<file path="src/rtl/alu_add_seq.sv">
// Multi-cycle chunked adder/subtractor: one CHUNK-bit slice per clock.
// Registered carry between slices; start/busy/done handshake.
//
// Ports:
//   clock, clear      : rising-edge clock, synchronous active-high reset
//   start             : accept a new operation (ignored while busy)
//   sub, cIn, A, B    : mode, carry-in, operands (latched at accept)
//   Sum, cOut, ovf    : result, carry out of MSB, signed overflow
//   busy, done        : operation in progress / result valid
module alu_add_seq #(
  parameter int WIDTH = 32,
  parameter int CHUNK = 8
) (
  input  logic             clock,
  input  logic             clear,
  input  logic             start,
  input  logic             sub,
  input  logic             cIn,
  input  logic [WIDTH-1:0] A,
  input  logic [WIDTH-1:0] B,
  output logic [WIDTH-1:0] Sum,
  output logic             cOut,
  output logic             ovf,
  output logic             busy,
  output logic             done
);

  localparam int NCH = WIDTH / CHUNK;
  localparam int CW  = (NCH > 1) ? $clog2(NCH) : 1;

  if (CHUNK < 1 || WIDTH % CHUNK != 0) begin : g_bad_param
    $error("alu_add_seq: WIDTH must be a multiple of CHUNK");
  end

  typedef enum logic [1:0] {
    S_IDLE,
    S_RUN,
    S_DONE
  } state_t;

  state_t state;
  state_t state_nx;

  logic [CW-1:0]    cnt;
  logic [WIDTH-1:0] a_q;
  logic [WIDTH-1:0] b_q;
  logic [WIDTH-1:0] acc;
  logic [WIDTH-1:0] acc_nx;
  logic             carry;
  logic             accept;
  logic             last;
  int               off;
  logic [CHUNK-1:0] a_c;
  logic [CHUNK-1:0] b_c;
  logic [CHUNK:0]   c_sum;
  logic             c_msb;

  assign accept = start && (state != S_RUN);
  assign last   = (cnt == CW'(NCH - 1));
  assign off    = int'(cnt) * CHUNK;

  always_comb begin
    a_c    = a_q[off +: CHUNK];
    b_c    = b_q[off +: CHUNK];
    c_sum  = {1'b0, a_c} + {1'b0, b_c} + {{CHUNK{1'b0}}, carry};
    // Carry into the slice MSB: sum bit = a ^ b ^ carry_in.
    c_msb  = c_sum[CHUNK-1] ^ a_c[CHUNK-1] ^ b_c[CHUNK-1];
    acc_nx = acc;
    acc_nx[off +: CHUNK] = c_sum[CHUNK-1:0];
  end

  always_ff @(posedge clock) begin
    if (clear) state <= S_IDLE;
    else       state <= state_nx;
  end

  always_comb begin
    state_nx = state;
    busy     = 1'b0;
    done     = 1'b0;
    unique case (state)
      S_IDLE: begin
        if (start) state_nx = S_RUN;
      end
      S_RUN: begin
        busy = 1'b1;
        if (last) state_nx = S_DONE;
      end
      S_DONE: begin
        done = 1'b1;
        if (start) state_nx = S_RUN;
      end
      default: state_nx = S_IDLE;
    endcase
  end

  always_ff @(posedge clock) begin
    if (clear) begin
      cnt   <= '0;
      carry <= 1'b0;
      a_q   <= '0;
      b_q   <= '0;
      acc   <= '0;
      Sum   <= '0;
      cOut  <= 1'b0;
      ovf   <= 1'b0;
    end else if (accept) begin
      a_q   <= A;
      b_q   <= sub ? ~B : B;
      carry <= sub ? 1'b1 : cIn;
      cnt   <= '0;
    end else if (state == S_RUN) begin
      acc   <= acc_nx;
      carry <= c_sum[CHUNK];
      cnt   <= last ? '0 : cnt + 1'b1;
      if (last) begin
        Sum  <= acc_nx;
        cOut <= c_sum[CHUNK];
        ovf  <= c_msb ^ c_sum[CHUNK];
      end
    end
  end

endmodule

</file>
<file path="config.mk">
export PLATFORM = sky130hd
export DESIGN_NAME = alu_add_seq
export DESIGN_NICKNAME = d
export VERILOG_FILES = /design/src/rtl/alu_add_seq.sv
export SDC_FILE = /design/constraint.sdc
export NUM_CORES = 1
export LEC_CHECK = 0
export ABC_AREA = 1
export CAP_MARGIN = 20
export CORE_MARGIN = 2
export CORE_UTILIZATION = 40
export CTS_CLUSTER_SIZE = 14
export DETAILED_ROUTE_END_ITERATION = 12
export PLACE_DENSITY = 0.63
export SLEW_MARGIN = 5
export SYNTH_ARGS = -nofsm -noshare
export SYNTH_HDL_FRONTEND = slang
export SYNTH_SLANG_ARGS = --single-unit
</file>
<file path="constraint.sdc">
create_clock -name clock -period 2.6 [get_ports clock]
set_input_delay 0.52 -clock clock [delete_from_list [all_inputs] [get_ports clock]]
set_output_delay 0.52 -clock clock [all_outputs]
set_load 0.02 [all_outputs]
</file>
==> results.sh, run 1 <==
export IMPL_die_height_um=133
export IMPL_placement_rows=47
export IMPL_path_type_of_the_worst_min_delay_path="reg -> reg"
export IMPL_num_vias=6096
export IMPL_mappedNetlistArea_sq_um=6620
export IMPL_headroom_to_the_max_slew_limit_pct=42.8
export IMPL_hold_buffers_post_cts=0
export IMPL_synth_top_family_by_area="compound AO/OA/AOI/OAI gates"
export IMPL_grt_start_max_net_pins=69
export IMPL_timing_hold_ws_ns=0.451
export IMPL_cts_buffers=17
export IMPL_num_io_pins=105
export IMPL_cts_htree_levels=4
export IMPL_number_of_endpoints_with_negative_hold_slack_in_the_final_report=0
export IMPL_post_synth_top_area_cell="dfxtp_1"
export IMPL_timing_final_setup_violations=0
export IMPL_global_route_wire_length_before_repair_um=28100
export IMPL_cts_tree="yes"
export IMPL_synth_net_count=999
export IMPL_cap_violations=0
export IMPL_timing_max_transition_violations_final=0
export IMPL_n_antenna_cell=0
export IMPL_clock_path_buffers=2
export IMPL_synthFlopType="dfxtp_1"
export IMPL_start_util_pct=40.5
export IMPL_synth_mux_area_share_pct=0
export IMPL_cellPowerDensity_nw_per_um2=662
export IMPL_setup_worst_path_class="reg -> reg"
export IMPL_routed_via_density=4.86
export IMPL_place_gp_congestion=0.886
export IMPL_post_synthesis_sequential_area_ratio_pct=40.8
export IMPL_clk_pin_slew_ns=0.06
export IMPL_rsz0062_at_grt="true"
export IMPL_report_power_total_w=0.00581
export IMPL_nature_of_the_critical_path_endpoint="flop"
export IMPL_worstSetupStartpointType="flop"
export IMPL_post_synth_fa_ha_maj_area_fraction_pct=3.06
export IMPL_ys_seq_elements=135
export IMPL_total_leakage_power_nw=3.95
export IMPL_synth_common_cells="dfxtp_1 (135), nor2_1 (132), inv_1 (122)"
export IMPL_yosys_cell_count_top_type="dfxtp_1"
export IMPL_layout_area_seq_sq_um=2710
export IMPL_first_global_vias=5731
export IMPL_drt_pass1_iterations=5
export IMPL_die_width_um=133
export IMPL_final_antenna_net_count=0
export IMPL_irDropWorstVdd_mv=0.477
export IMPL_io_buffers=104
export IMPL_synth_edf_count=0
export IMPL_synth_cells=915
export IMPL_overflow=0
export IMPL_instances_no_fill=1255
export IMPL_drive_above_1_share_pct=11.1
export IMPL_post_place_cells=1222
export IMPL_hpwlAfterDp_um=12100
export IMPL_synth_top_cell_area_share_pct=40.8
export IMPL_finalNetCount=1106
export IMPL_fin_crit_period_ns=2.56
export IMPL_critical_path_max_fanout=6
export IMPL_clkSinkCount=135
export IMPL_synth_simple_gate_area_share_pct=18.7
export IMPL_syn2layout_area_growth_pct=32.5
export IMPL_cell_area_after_layout_sq_um=8770
export IMPL_nFillCells=1648
export IMPL_yosys_top_cells_area="dfxtp_1 (41%), o21ai_0 (9.0%), nor2_1 (7.5%)"
export IMPL_crit_required_ns=2.93
export IMPL_yosysWarnings=0
export IMPL_status="finished clean"
export IMPL_synthesis_area_per_instance_sq_um=7.23
export IMPL_total_area_of_multi_input_combinational_cells_sq_um=3290
export IMPL_clkLatencyLatePin_ns=0.43
export IMPL_synth_compound_gate_area_share_pct=21.3
export IMPL_fin_crit_sh_pct=98.3
export IMPL_worst_slew_pin_slew_ns=0.857
export IMPL_die_area_sq_um=17600
export IMPL_clock_skew_final_ns=0.00734
export IMPL_root_buffer="clkbuf_16"
export IMPL_fmaxAchievable_ghz=0.391
export IMPL_grt_antenna_before_repair=0
export IMPL_core_area_sq_um=16300
export IMPL_placed_area_sq_um=7990
export IMPL_utilization_pct=53.6
export IMPL_share_of_flip_flops_with_an_asynchronous_set_or_reset_pct=0
export IMPL_drt_iter0_markers=352
export IMPL_number_of_distinct_standard_cells_referenced_by_the_synthesized_netlist=35
export IMPL_route_detailed_drc=0
export IMPL_synth_xor_area_share_pct=4.50
export IMPL_critPathArrivalTime_ns=2.88
export IMPL_grt_use_total_pct=19.9
export IMPL_wire_length_after_detailed_routing_um=17000
export IMPL_routed_wire_length_per_instance_um=13.5
worst max-delay path: stages, from the launching register on:
cell and delay (ns):
dfxtp_4 0.37, inv_4 0.06, o21ai_0 0.22, o22ai_2 0.12, fa_2 0.42, fa_2 0.41
nand2_1 0.11, nand3_1 0.09, buf_4 0.15, a31oi_2 0.20, o21ai_0 0.10, o21ai_0 0.16
inv_1 0.05
layout by cell type (no fill, tap or decap), types with 2 or more instances in the layout:
master / synthesis / layout
nand2_2: 0 / 3
o22ai_2: 0 / 5
nand3_2: 0 / 7
ha_1: 13 / 12
o21ai_2: 0 / 2
buf_6: 4 / 3
buf_12: 0 / 4
o21bai_1: 15 / 15
nand4_1: 8 / 8
fa_2: 0 / 2
o22ai_1: 26 / 21
nand2_1: 119 / 116
o32ai_1: 2 / 2
clkbuf_8: 0 / 5
dfxtp_1: 135 / 133
inv_2: 3 / 4
clkdlybuf4s50_1: 0 / 102
clkbuf_16: 0 / 17
nand3_1: 37 / 30
nor2_4: 1 / 2
nor2_1: 132 / 125
buf_4: 6 / 34
nor2_2: 1 / 7
buf_2: 17 / 2
a211oi_1: 15 / 15
inv_1: 122 / 121
o211ai_1: 7 / 7
clkbuf_1: 26 / 2
o21a_1: 19 / 19
o21ai_1: 12 / 15
a21oi_1: 29 / 29
o21ai_0: 119 / 113
xnor2_1: 33 / 32
clkinv_2: 0 / 4
bufinv_16: 0 / 3
where the power goes:
part / internal (W) / switching (W)
Sequential: 0.00220 / 0.0000694
Clock: 0.00163 / 0.000869
Combinational: 0.000460 / 0.000579
Total: 0.00429 / 0.00152
layout make-up:
type                       count  share of cell area [%]
clock buffer                  24                    5.72
sequential                   135                    30.9
tap                          220                    3.14
inverter                     127                    5.46
clock inverter                 8                    1.34
multi-input combinational    596                    37.5
timing repair buffer         145                    16.0
routing by layer:
metal	global-route usage (%)	routed length, um	vias to the layer above
met5	0	0	-
met1	26.0	7970	2733
met3	3.91	686	31
met2	32.2	7880	150
met4	8.54	444	0
li1	-	-	3182
sequential cells by signal, indices dropped and copies added, names as in the netlist:
name,flops
Sum,32
a_q,32
acc,32
b_q,32
cOut,1
carry,1
cnt,2
ovf,1
state,2
final timing paths:
kind	start	to	slack (ns)	cells past startpoint
setup / recovery	cnt[0]$_SDFFE_PP0P_	carry$_SDFFE_PP0P_	0.04	12
hold / removal	b_q[19]$_SDFFE_PP0P_	b_q[19]$_SDFFE_PP0P_	0.45	2
hold reg to reg	b_q[19]$_SDFFE_PP0P_	b_q[19]$_SDFFE_PP0P_	0.45	2
setup reg to reg	cnt[0]$_SDFFE_PP0P_	carry$_SDFFE_PP0P_	0.04	12
kinds of logic (layout without fill, tap and decap cells):
| logic type | Yosys count | in the layout |
|---|---|---|
| AND/OR/NAND/NOR | 302 | 302 |
| AO/OA/AOI/OAI | 245 | 245 |
| buffers and inverters | 184 | 304 |
| flip-flops | 135 | 135 |
| XOR/XNOR | 34 | 34 |
| adder cells (fa/ha/maj) | 15 | 15 |
stage by stage:
step | TNS, ns | setup WS (ns)
floorplan | 0 | 0.0466
global placement | -0.0935 | -0.0262
detailed placement | -0.258 | -0.0629
CTS | 0 | 0.00689
global route | -0.671 | -0.0833
finish | 0 | 0.0434
what timing repair did:
item,CTS,global route
setup buffers,0,1
pin swaps,0,14
resized for setup,2,42
endpoints found under the setup margin,16,52
Note: power is estimated with default switching activity, not from simulation.
==> inputs of run 2 (changes only) <==
--- a/config.mk
+++ b/config.mk
@@ -11,7 +11,7 @@
 export CORE_UTILIZATION = 40
 export CTS_CLUSTER_SIZE = 14
 export DETAILED_ROUTE_END_ITERATION = 12
-export PLACE_DENSITY = 0.63
+export PLACE_DENSITY = 0.6
 export SLEW_MARGIN = 5
 export SYNTH_ARGS = -nofsm -noshare
 export SYNTH_HDL_FRONTEND = slang
==> constraint.sdc (replaced) <==
create_clock -name clock -period 3.04 [get_ports clock]
set_input_delay 0.608 -clock clock [delete_from_list [all_inputs] [get_ports clock]]
set_output_delay 0.608 -clock clock [all_outputs]
set_load 0.02 [all_outputs]
==> run 2 against run 1 <==
  * Count of clock-buffer cells in the layout is 5 lower
  * Final cell count is 1.7% lower
  * Global-route usage is 0.53 points higher
  * Clock skew hardly changed
  * Core utilization is 1.5 points lower
  * Sequential cell count stayed put
  * Critical path type unchanged
  * Largest cell class unchanged
==> results.sh, run 2 (synthesized netlist as in run 1, its figures left out) <==
export IMPL_place_gp_congestion=0.887
export IMPL_power_switching_w=0.00131
export IMPL_timing_final_setup_violations=0
export IMPL_die_height_um=133
export IMPL_drive_above_1_share_pct=6.31
export IMPL_cts_htree_levels=4
export IMPL_syn2layout_area_growth_pct=28.8
export IMPL_hold_buffers_post_cts=0
export IMPL_mostFrequentLayoutCells="dfxtp_1 (134), nor2_1 (131), inv_1 (122), o21ai_0 (119), nand2_1 (119)"
export IMPL_die_width_um=133
export IMPL_clock_skew_final_ns=0.00687
export IMPL_clk_pin_slew_ns=0.06
export IMPL_timing_hold_ws_ns=0.453
export IMPL_timing_hold_worst_endpoint="b_q[21]$_SDFFE_PP0P_"
export IMPL_worst_hold_path_num_cells=2
export IMPL_total_leakage_power_nw=3.84
export IMPL_placement_rows=47
export IMPL_n_antenna_cell=0
export IMPL_switching_power_as_a_share_of_total_power_pct=25.0
export IMPL_io_buffers=104
export IMPL_setup_tns_final_ns=0
export IMPL_timing_critical_path_max_delay_family="simple AND/OR/NAND/NOR gates"
export IMPL_p_int_w=0.00392
export IMPL_setup_worst_path_class="reg -> reg"
export IMPL_irDropWorstVdd_mv=0.438
export IMPL_clkSinkCount=135
export IMPL_finalNetCount=1085
export IMPL_fin_crit_period_ns=2.64
export IMPL_crit_path_cell_count=16
export IMPL_cp_slowest_stage_delay_ns=0.38
export IMPL_clkLatencyLatePin_ns=0.43
export IMPL_drt_iter0_markers=416
export IMPL_clock_path_buffers=2
export IMPL_crit_required_ns=3.36
export IMPL_final_antenna_net_count=0
export IMPL_nature_of_the_critical_path_endpoint="flop"
export IMPL_worstSetupStartpointType="flop"
export IMPL_routed_via_density=4.85
export IMPL_rsz0062_at_grt="false"
export IMPL_root_buffer="clkbuf_16"
export IMPL_hpwlAfterDp_um=12400
export IMPL_critical_path_buf_inv_count=4
export IMPL_number_of_endpoints_with_negative_hold_slack_in_the_final_report=0
export IMPL_status="finished clean"
export IMPL_worstRegToRegCells=16
export IMPL_worst_slew_pin_slew_ns=0.733
export IMPL_core_area_sq_um=16300
export IMPL_layout_commonest_cell="dfxtp_1"
export IMPL_num_vias=5985
export IMPL_cts_buffers=17
export IMPL_overflow=0
export IMPL_power_sequential_fraction_pct=37.1
export IMPL_grt_start_max_net_pins=51
export IMPL_cap_violations=0
export IMPL_clkPwrFrac_pct=47.8
export IMPL_headroom_to_the_max_slew_limit_pct=51.1
export IMPL_drt_pass1_iterations=5
export IMPL_worstReg2RegEnd="acc[23]$_SDFFE_PP0P_"
export IMPL_path_type_of_the_worst_min_delay_path="reg -> reg"
export IMPL_cellPowerDensity_nw_per_um2=614
export IMPL_pwr_share_comb_pct=15.1
export IMPL_start_util_pct=40.5
export IMPL_nFillCells=1708
export IMPL_routed_wire_length_per_instance_um=13.9
export IMPL_grt_use_total_pct=20.5
export IMPL_worst_r2r_setup_slack_ns=0.40
export IMPL_die_area_sq_um=17600
export IMPL_global_route_wire_length_before_repair_um=28800
export IMPL_critical_path_max_fanout=14
export IMPL_crit_path_top_delay_cell="dfxtp_2"
export IMPL_r2r_start="cnt[0]$_SDFFE_PP0P_"
export IMPL_grt_antenna_before_repair=0
export IMPL_path_cells="inv_4 -> buf_4 -> o21ai_0 -> o22ai_1 -> buf_4 -> ha_1 -> nand3_1 -> nand3_1 -> nand2_1 -> nand2_1 -> nand2_1 -> nand2_1 -> nand3_1 -> o21ai_0 -> o21ai_0 -> inv_1"
export IMPL_num_io_pins=105
export IMPL_wire_length_after_detailed_routing_um=17200
export IMPL_first_global_vias=5739
export IMPL_timing_max_transition_violations_final=0
export IMPL_critical_path_most_common_cell="nand2_1"
export IMPL_fin_crit_sh_pct=86.9
export IMPL_cts_tree="yes"
export IMPL_hp_start="b_q[21]$_SDFFE_PP0P_"
export IMPL_fmaxAchievable_ghz=0.378
export IMPL_route_detailed_drc=0
export IMPL_critPathArrivalTime_ns=2.96
run 2: changes by cell type in the layout (fill, tap and decap cells not counted), moves of 4 or more:
cell / delta
buf_4: -15
bufinv_16: +5
clkbuf_8: -4
nand3_1: +7
nand3_2: -7
nor2_1: +6
nor2_2: -5
o21ai_0: +6
o22ai_1: +5
o22ai_2: -5
run 2: worst max-delay path by stage:
stage | start | endpoint | slack [ns]
floorplan | cnt[0]$_SDFFE_PP0P_ | carry$_SDFFE_PP0P_ | 0.40
global placement | cnt[0]$_SDFFE_PP0P_ | Sum[28]$_SDFFE_PP0P_ | 0.32
detailed placement | cnt[0]$_SDFFE_PP0P_ | acc[28]$_SDFFE_PP0P_ | 0.24
finish | cnt[0]$_SDFFE_PP0P_ | acc[23]$_SDFFE_PP0P_ | 0.40
CTS | cnt[0]$_SDFFE_PP0P_ | acc[28]$_SDFFE_PP0P_ | 0.23
global route | cnt[1]$_SDFFE_PP0P_ | acc[23]$_SDFFE_PP0P_ | 0.02
run 2: tightest hold or removal path, cell delays in order (launching register included):
cell and delay (ns):
dfxtp_1 0.31, nand2_1 0.05, o21ai_1 0.05
run 2: power groups by stage:
stage          Combinational, W  Clock, W  Sequential [W]
6_report               0.000788   0.00250         0.00194
5_1_grt                0.000893   0.00263         0.00195
4_1_cts                0.000785   0.00254         0.00194
3_5_place_dp           0.000783         0         0.00198
3_3_place_gp           0.000779         0         0.00198
2_1_floorplan          0.000535         0         0.00196
run 2: routing by layer:
| metal | vias up | global-route usage [%] | wire length, um |
|---|---|---|---|
| met1 | 2687 | 26.4 | 8140 |
| met3 | 29 | 4.41 | 650 |
| met2 | 133 | 33.6 | 8010 |
| met4 | 0 | 7.71 | 356 |
| li1 | 3136 | - | - |
| met5 | - | 0 | 0 |
run 2: cell type report:
type                            count  area (sq um)  area share (%)
Multi-Input combinational cell    596          3150            37.0
Sequential cell                   135          2700            31.7
Clock inverter                     13           274            3.21
Timing Repair Buffer              124          1190            14.0
Inverter                          127           479            5.62
Clock buffer                       19           443            5.20
Tap cell                          220           275            3.23
run 2: stage by stage:
step                util, %  cell area (sq um)  power, W  cells  worst slack (ns)
floorplan                 -               6620   0.00249    915             0.401
global placement       47.7               7800   0.00276   1202             0.322
detailed placement     47.7               7800   0.00276   1202             0.239
CTS                    52.1               8510   0.00526   1234             0.234
global route           52.1               8520   0.00547   1234            0.0169
finish                 52.1               8520   0.00523   1234             0.397
run 2: what timing repair did:
action                     CTS  global route
resized for setup            0             3
setup endpoints to repair    0             9
setup buffers                0             0
==> RTL edit 1: new RTL, settings of run 1 <==
Register the output `Sum` once more, without a reset; this adds one clock of latency there. The other outputs are not delayed to match.
--- a/src/rtl/alu_add_seq.sv
+++ b/src/rtl/alu_add_seq.sv
@@ -27,6 +27,8 @@
 
   localparam int NCH = WIDTH / CHUNK;
   localparam int CW  = (NCH > 1) ? $clog2(NCH) : 1;
+
+  logic [WIDTH-1:0] Sum_s0;
 
   if (CHUNK < 1 || WIDTH % CHUNK != 0) begin : g_bad_param
     $error("alu_add_seq: WIDTH must be a multiple of CHUNK");
@@ -101,7 +103,7 @@
       a_q   <= '0;
       b_q   <= '0;
       acc   <= '0;
-      Sum   <= '0;
+      Sum_s0 <= '0;
       cOut  <= 1'b0;
       ovf   <= 1'b0;
     end else if (accept) begin
@@ -114,12 +116,16 @@
       carry <= c_sum[CHUNK];
       cnt   <= last ? '0 : cnt + 1'b1;
       if (last) begin
-        Sum  <= acc_nx;
+        Sum_s0 <= acc_nx;
         cOut <= c_sum[CHUNK];
         ovf  <= c_msb ^ c_sum[CHUNK];
       end
     end
   end
 
+  always_ff @(posedge clock) begin
+    Sum <= Sum_s0;
+  end
+
 endmodule
 
Formal check against the unedited RTL: not equivalent (a bounded check fails within 10 cycles, from zero or initial values).
==> RTL edit 1 against run 1 <==
Wire length is 1.7% higher. Sequential cell count is 32 higher. Design area is 7.1% higher. Critical path type unchanged. Synthesized area is 9.3% higher. Final cell count is 3.5% higher. Power is 11% higher. Critical path depth stayed put. Worst setup slack better by 0.071 ns. Largest cell class is now registers.
==> RTL edit 1: results (changes against run 1) <==
- Vias in the first global route: 5,756 (+0.44%)
- Clock Tree Buf Depth: 2 (unchanged)
- Worst Path Arrival: 2.85 ns (-0.03 ns)
- Async S/R FF share, synth: 0 (unchanged)
- Via count: 6,256 (+2.6%)
- WL/cell: 13.3 microns (-1.8%)
- Tot GR Track Use: 0.183 (-0.0162)
- Clock transition at path regs: 0.06 ns (about the same)
- IO buf count: 104 (unchanged)
- Syn nets: 1,032 (+3.3%)
- Crit-path max cell delay: 0.42 ns (about the same)
- Final antenna diode count: 0 (unchanged)
- LEAKAGE: 0.00421 uW (+6.7%)
- CTS buffer count: 17 (unchanged)
- H-tree Lvls: 4 (unchanged)
- Initial antenna violation count: 0 (unchanged)
- Largest cells by area after synthesis: dfxtp_1 (46%), o21ai_0 (8.4%), nor2_1 (6.8%)
- 1st-iter DRT viols: 377 (+7.1%)
- Sequential fraction of the synthesis area: 0.462 (+0.0537)
- Post-DP HPWL: 12,200 microns (+0.25%)
- GP Congestion: 0.824 (-6.9%)
- DP Area: 8600 sq um (+7.6%)
- Largest net degree at the start of global routing: 51 (-26%)
- Hold crit path type: flip-flop to flip-flop
- Clock skew: 0.0142 ns (+0.00688 ns)
- VDD IR max: 0.490 mV (+2.7%)
- Share of cells above drive strength 1: 0.106 (-0.00550)
- Crit Path Max Fanout: 8 (+2)
- Worst Max-Slew Pin Slew: 0.704 ns (-0.153 ns)
- Status: complete, no violations
- Synth area leader: dfxtp_1
- First-pass GRT wire length: 28,500 microns (+1.6%)
- YS warnings: 0 (unchanged)
- Commonest cells in the netlist: dfxtp_1 (167), nor2_1 (132), o21ai_0 (122)
- # hold bufs at CTS: 0 (unchanged)
- CP max stage cell: fa_2
- Distinct cell type count after synthesis: 31 (-11%)
- DRT Pass-1 Iters: 5 (unchanged)
- Worst skew pair latency: ~0.42 ns
- Worst slack at placement: -0.0281 ns (+0.0349 ns)
- Layout Nets: 1,141 (+3.2%)
- Root Driver: clkbuf_16
==> RTL edit 1: cell count changes in the layout (fill, tap and decap cells not counted), sizes merged <==
cell / before / now
inv: 126 / 127
a21oi: 29 / 30
nand3: 37 / 39
dfxtp: 135 / 167
o21ai: 131 / 135
clkinvlp: 1 / 3
buf: 43 / 45
o32ai: 2 / 0
o22ai: 26 / 24
clkinv: 5 / 4
clkbuf: 24 / 20
==> RTL edit 1: area by class of cell <==
type                    count  area [sq um]
fillers                  1741          8450
flip-flops and latches    167          3350
multi-input cells         599          3260
repair buffers            148          1420
inverters                 124           468
clock buffers              19           443
well taps                 229           287
clock inverters            13           169
==> RTL edit 1: where the power goes <==
group | switching, uW | total [uW] | internal, uW | leakage [uW]
clock network | 1040 | 2580 | 1550 | 0.000292
registers | 72.3 | 2760 | 2690 | 0.00137
logic | 600 | 1070 | 474 | 0.00255
==> RTL edit 1: worst paths after layout <==
| kind | startpoint | to | slack, ns | cells past startpoint |
|---|---|---|---|---|
| max | cnt[0]$_SDFFE_PP0P_ | acc[10]$_SDFFE_PP0P_ | 0.11 | 12 |
| max reg2reg | cnt[0]$_SDFFE_PP0P_ | acc[10]$_SDFFE_PP0P_ | 0.11 | 12 |
| min reg2reg | Sum_s0[5]$_SDFFE_PP0P_ | Sum[5]$_DFF_P_ | 0.35 | 0 |
| min | Sum_s0[5]$_SDFFE_PP0P_ | Sum[5]$_DFF_P_ | 0.35 | 0 |
==> RTL edit 1: cell families (layout without fill, tap and decap cells) <==
family	count (synthesis)	after routing	share of synthesized area
AND/OR/NAND/NOR	304	304	0.173
AO/OA/AOI/OAI	246	246	0.194
XOR/XNOR	34	34	0.0412
buffers and inverters	182	304	0.102
adder cells (fa/ha/maj)	15	15	0.0280
flip-flops	167	167	0.462
==> RTL edit 1: repair_timing <==
| action | 4_1_cts | 5_1_grt |
|---|---|---|
| pin swaps | 0 | 14 |
| resized for setup | 1 | 39 |
| endpoints found under the setup margin | 9 | 46 |
| setup buffers | 0 | 5 |
| gates cloned | 0 | 1 |
==> RTL edit 1: per-layer routing <==
metal	up-vias	wire (microns)	GRT usage
li1	3281	-	-
met1	2809	8370	0.245
met2	143	7830	0.289
met3	23	668	0.0395
met4	0	406	0.0736
met5	-	0	0
==> RTL edit 1: critical path: cells and delay by family, from the launching register on <==
kind            cells  cell delay, ns
compound gates      4            0.48
flops               1            0.37
xor+xnor            1            0.13
buf+inv             3            0.40
fa+ha+maj           2            0.84
simple gates        2            0.21
==> RTL edit 1: through the flow <==
stage               hold WS [ns]  cells   util  TNS, ns
finish                     0.346   1299  0.526        0
global route               0.348   1299  0.526   -0.354
CTS                        0.348   1293  0.517        0
detailed placement         0.336   1261  0.482  -0.0580
global placement           0.331   1261  0.482        0
floorplan                  0.326    948      -        0
==> RTL edit 2: new RTL, settings of run 1 <==
Made on the original files. `WIDTH`: 32 -> 64.
--- a/src/rtl/alu_add_seq.sv
+++ b/src/rtl/alu_add_seq.sv
@@ -8,7 +8,7 @@
 //   Sum, cOut, ovf    : result, carry out of MSB, signed overflow
 //   busy, done        : operation in progress / result valid
 module alu_add_seq #(
-  parameter int WIDTH = 32,
+  parameter int WIDTH = 64,
   parameter int CHUNK = 8
 ) (
   input  logic             clock,
Interface: changed (resized A, B and Sum); port bits go from 105 to 201. The function was not compared with the original's and may differ.
==> RTL edit 2 against run 1 <==
Sequential share of layout area shrank 0.24 points. Power grew 88%. Sequential cell count grew 129. Clock skew grew 0.0072 ns. Worst hold slack gained 0.00079 ns. Largest cell class unchanged. Via count grew 97%. Sequential power grew 95%. Synthesized area grew 89%. Final cell count grew 87%. Worst setup slack lost 0.36 ns. Critical path type unchanged. Design area grew 97%. Wire length grew 120%. The run now ends with setup timing left. Utilization grew 2.7 points.
==> RTL edit 2: results (changes against run 1) <==
- Sequential fraction of the synthesis area: 0.422 (+0.0140)
- Commonest cells in the netlist: o21ai_0 (319), dfxtp_1 (264), inv_1 (218)
- Worst skew pair latency: 0.55 ns (+0.12 ns)
- Status: complete, but fails checks
- Setup TNS: -18.11 ns (-18.11 ns)
- Worst Max-Slew Pin Slew: 0.675 ns (-0.182 ns)
- DP Cell Count: 2,282 (+87%)
- Share of cells above drive strength 1: 0.178 (+0.0667)
- Syn nets: 1,867 (+87%)
- Via density: 5.12 (+5.3%)
- Final WS setup: -0.315 ns (-0.358 ns)
- Post-synthesis compound-gate area fraction: 0.248 (+0.0353)
- Mean Syn Cell Area: 7.27 sq um (+0.52%)
- Adder-Cell Fraction of Synth Area: 0.0142 (-0.0164)
- IO buf count: 200 (+92%)
- Clock skew: 0.0146 ns (+0.00723 ns)
- 1st-iter DRT viols: 1,006 (+190%)
- LEAKAGE: 0.00745 uW (+89%)
- Failing checks: setup timing
- Via count: 12,039 (+97%)
- GP Congestion: 0.854 (-3.5%)
- Largest net degree at the start of global routing: 142 (+110%)
- H-tree Lvls: 1 (-3)
- Post-Synth XOR/XNOR Area: 0.0482 (+0.00320)
- Total power: 10,900 uW (+88%)
- Finish-stage setup viols: 111 (+111)
- Largest cells by area after synthesis: dfxtp_1 (42%), o21ai_0 (13%), inv_1 (6.5%)
- Distinct cell type count after synthesis: 40 (+14%)
- Crit Path Max Fanout: 10 (+4)
- VDD IR max: 0.512 mV (+7.2%)
- Tot GR Track Use: 0.218 (+0.0185)
- CP max stage cell: dfxtp_4
- Delay-heaviest family, CP: simple AND/OR/NAND/NOR gates
==> RTL edit 2: final cells by class <==
class	count	area, sq um	area share
multi-input cells	1110	6480	0.375
well taps	396	495	0.0287
flip-flops and latches	264	5290	0.306
repair buffers	305	3080	0.178
inverters	225	865	0.0501
clock inverters	7	116	0.00674
clock buffers	46	940	0.0544
==> RTL edit 2: logic make-up (layout without fill, tap and decap cells) <==
| family | Yosys count | in the layout |
|---|---|---|
| buffers and inverters | 347 | 583 |
| XOR/XNOR | 68 | 68 |
| flip-flops | 264 | 264 |
| adder cells (fa/ha/maj) | 13 | 13 |
| AO/OA/AOI/OAI | 572 | 572 |
| AND/OR/NAND/NOR | 457 | 457 |
==> RTL edit 2: final timing paths <==
check	from	end	slack [ns]	cells after the start
max reg2reg	cnt[0]$_SDFFE_PP0P_	acc[30]$_SDFFE_PP0P_	-0.31	16
min	a_q[63]$_SDFFE_PP0P_	a_q[63]$_SDFFE_PP0P_	0.45	2
max	cnt[0]$_SDFFE_PP0P_	acc[30]$_SDFFE_PP0P_	-0.31	16
min reg2reg	a_q[63]$_SDFFE_PP0P_	a_q[63]$_SDFFE_PP0P_	0.45	2
==> RTL edit 2: power by group <==
group          switching (uW)  internal, uW  leakage [uW]
Clock                    1670          2760      0.000522
Combinational            1170           907       0.00476
Sequential                116          4310       0.00217
Total                    2960          7970       0.00745
==> RTL edit 2: per-stage QoR <==
| stage | worst slack [ns] | cell area [sq um] | utilization |
|---|---|---|---|
| after floorplan | -0.155 | 12600 | - |
| after global placement | -0.297 | 15300 | 0.499 |
| after detailed placement | -0.339 | 15300 | 0.499 |
| after CTS | -0.249 | 16600 | 0.540 |
| after global routing | -0.469 | 17300 | 0.563 |
| final | -0.315 | 17300 | 0.563 |
==> RTL edit 2: worst reg2reg max path, stage by stage (launching register included) <==
cell	delay, ns
dfxtp_4	0.39
buf_6	0.15
buf_8	0.20
o21ai_0	0.10
a31oi_1	0.24
fa_2	0.26
inv_2	0.05
fa_2	0.37
inv_2	0.06
nand3_2	0.07
nand2_4	0.11
a21oi_4	0.06
or2_4	0.26
nand4_1	0.21
nand2_1	0.11
o21ai_2	0.07
a21oi_1	0.08
==> RTL edit 2: layer usage <==
layer,track usage,vias up,part of all wire,wire (microns)
li1,-,6026,-,-
met1,0.320,5548,0.47,17700
met2,0.335,402,0.44,16500
met3,0.0341,63,0.065,2450
met4,0.0497,0,0.024,898
met5,0,-,0,0
==> RTL edit 2: repair_timing <==
| action | CTS | global route |
|---|---|---|
| pin swaps | 16 | 62 |
| hold buffers | 0 | 0 |
| setup buffers | 4 | 16 |
| setup endpoints to repair | 117 | 131 |
| cloned | 0 | 2 |
| resized for setup | 66 | 200 |
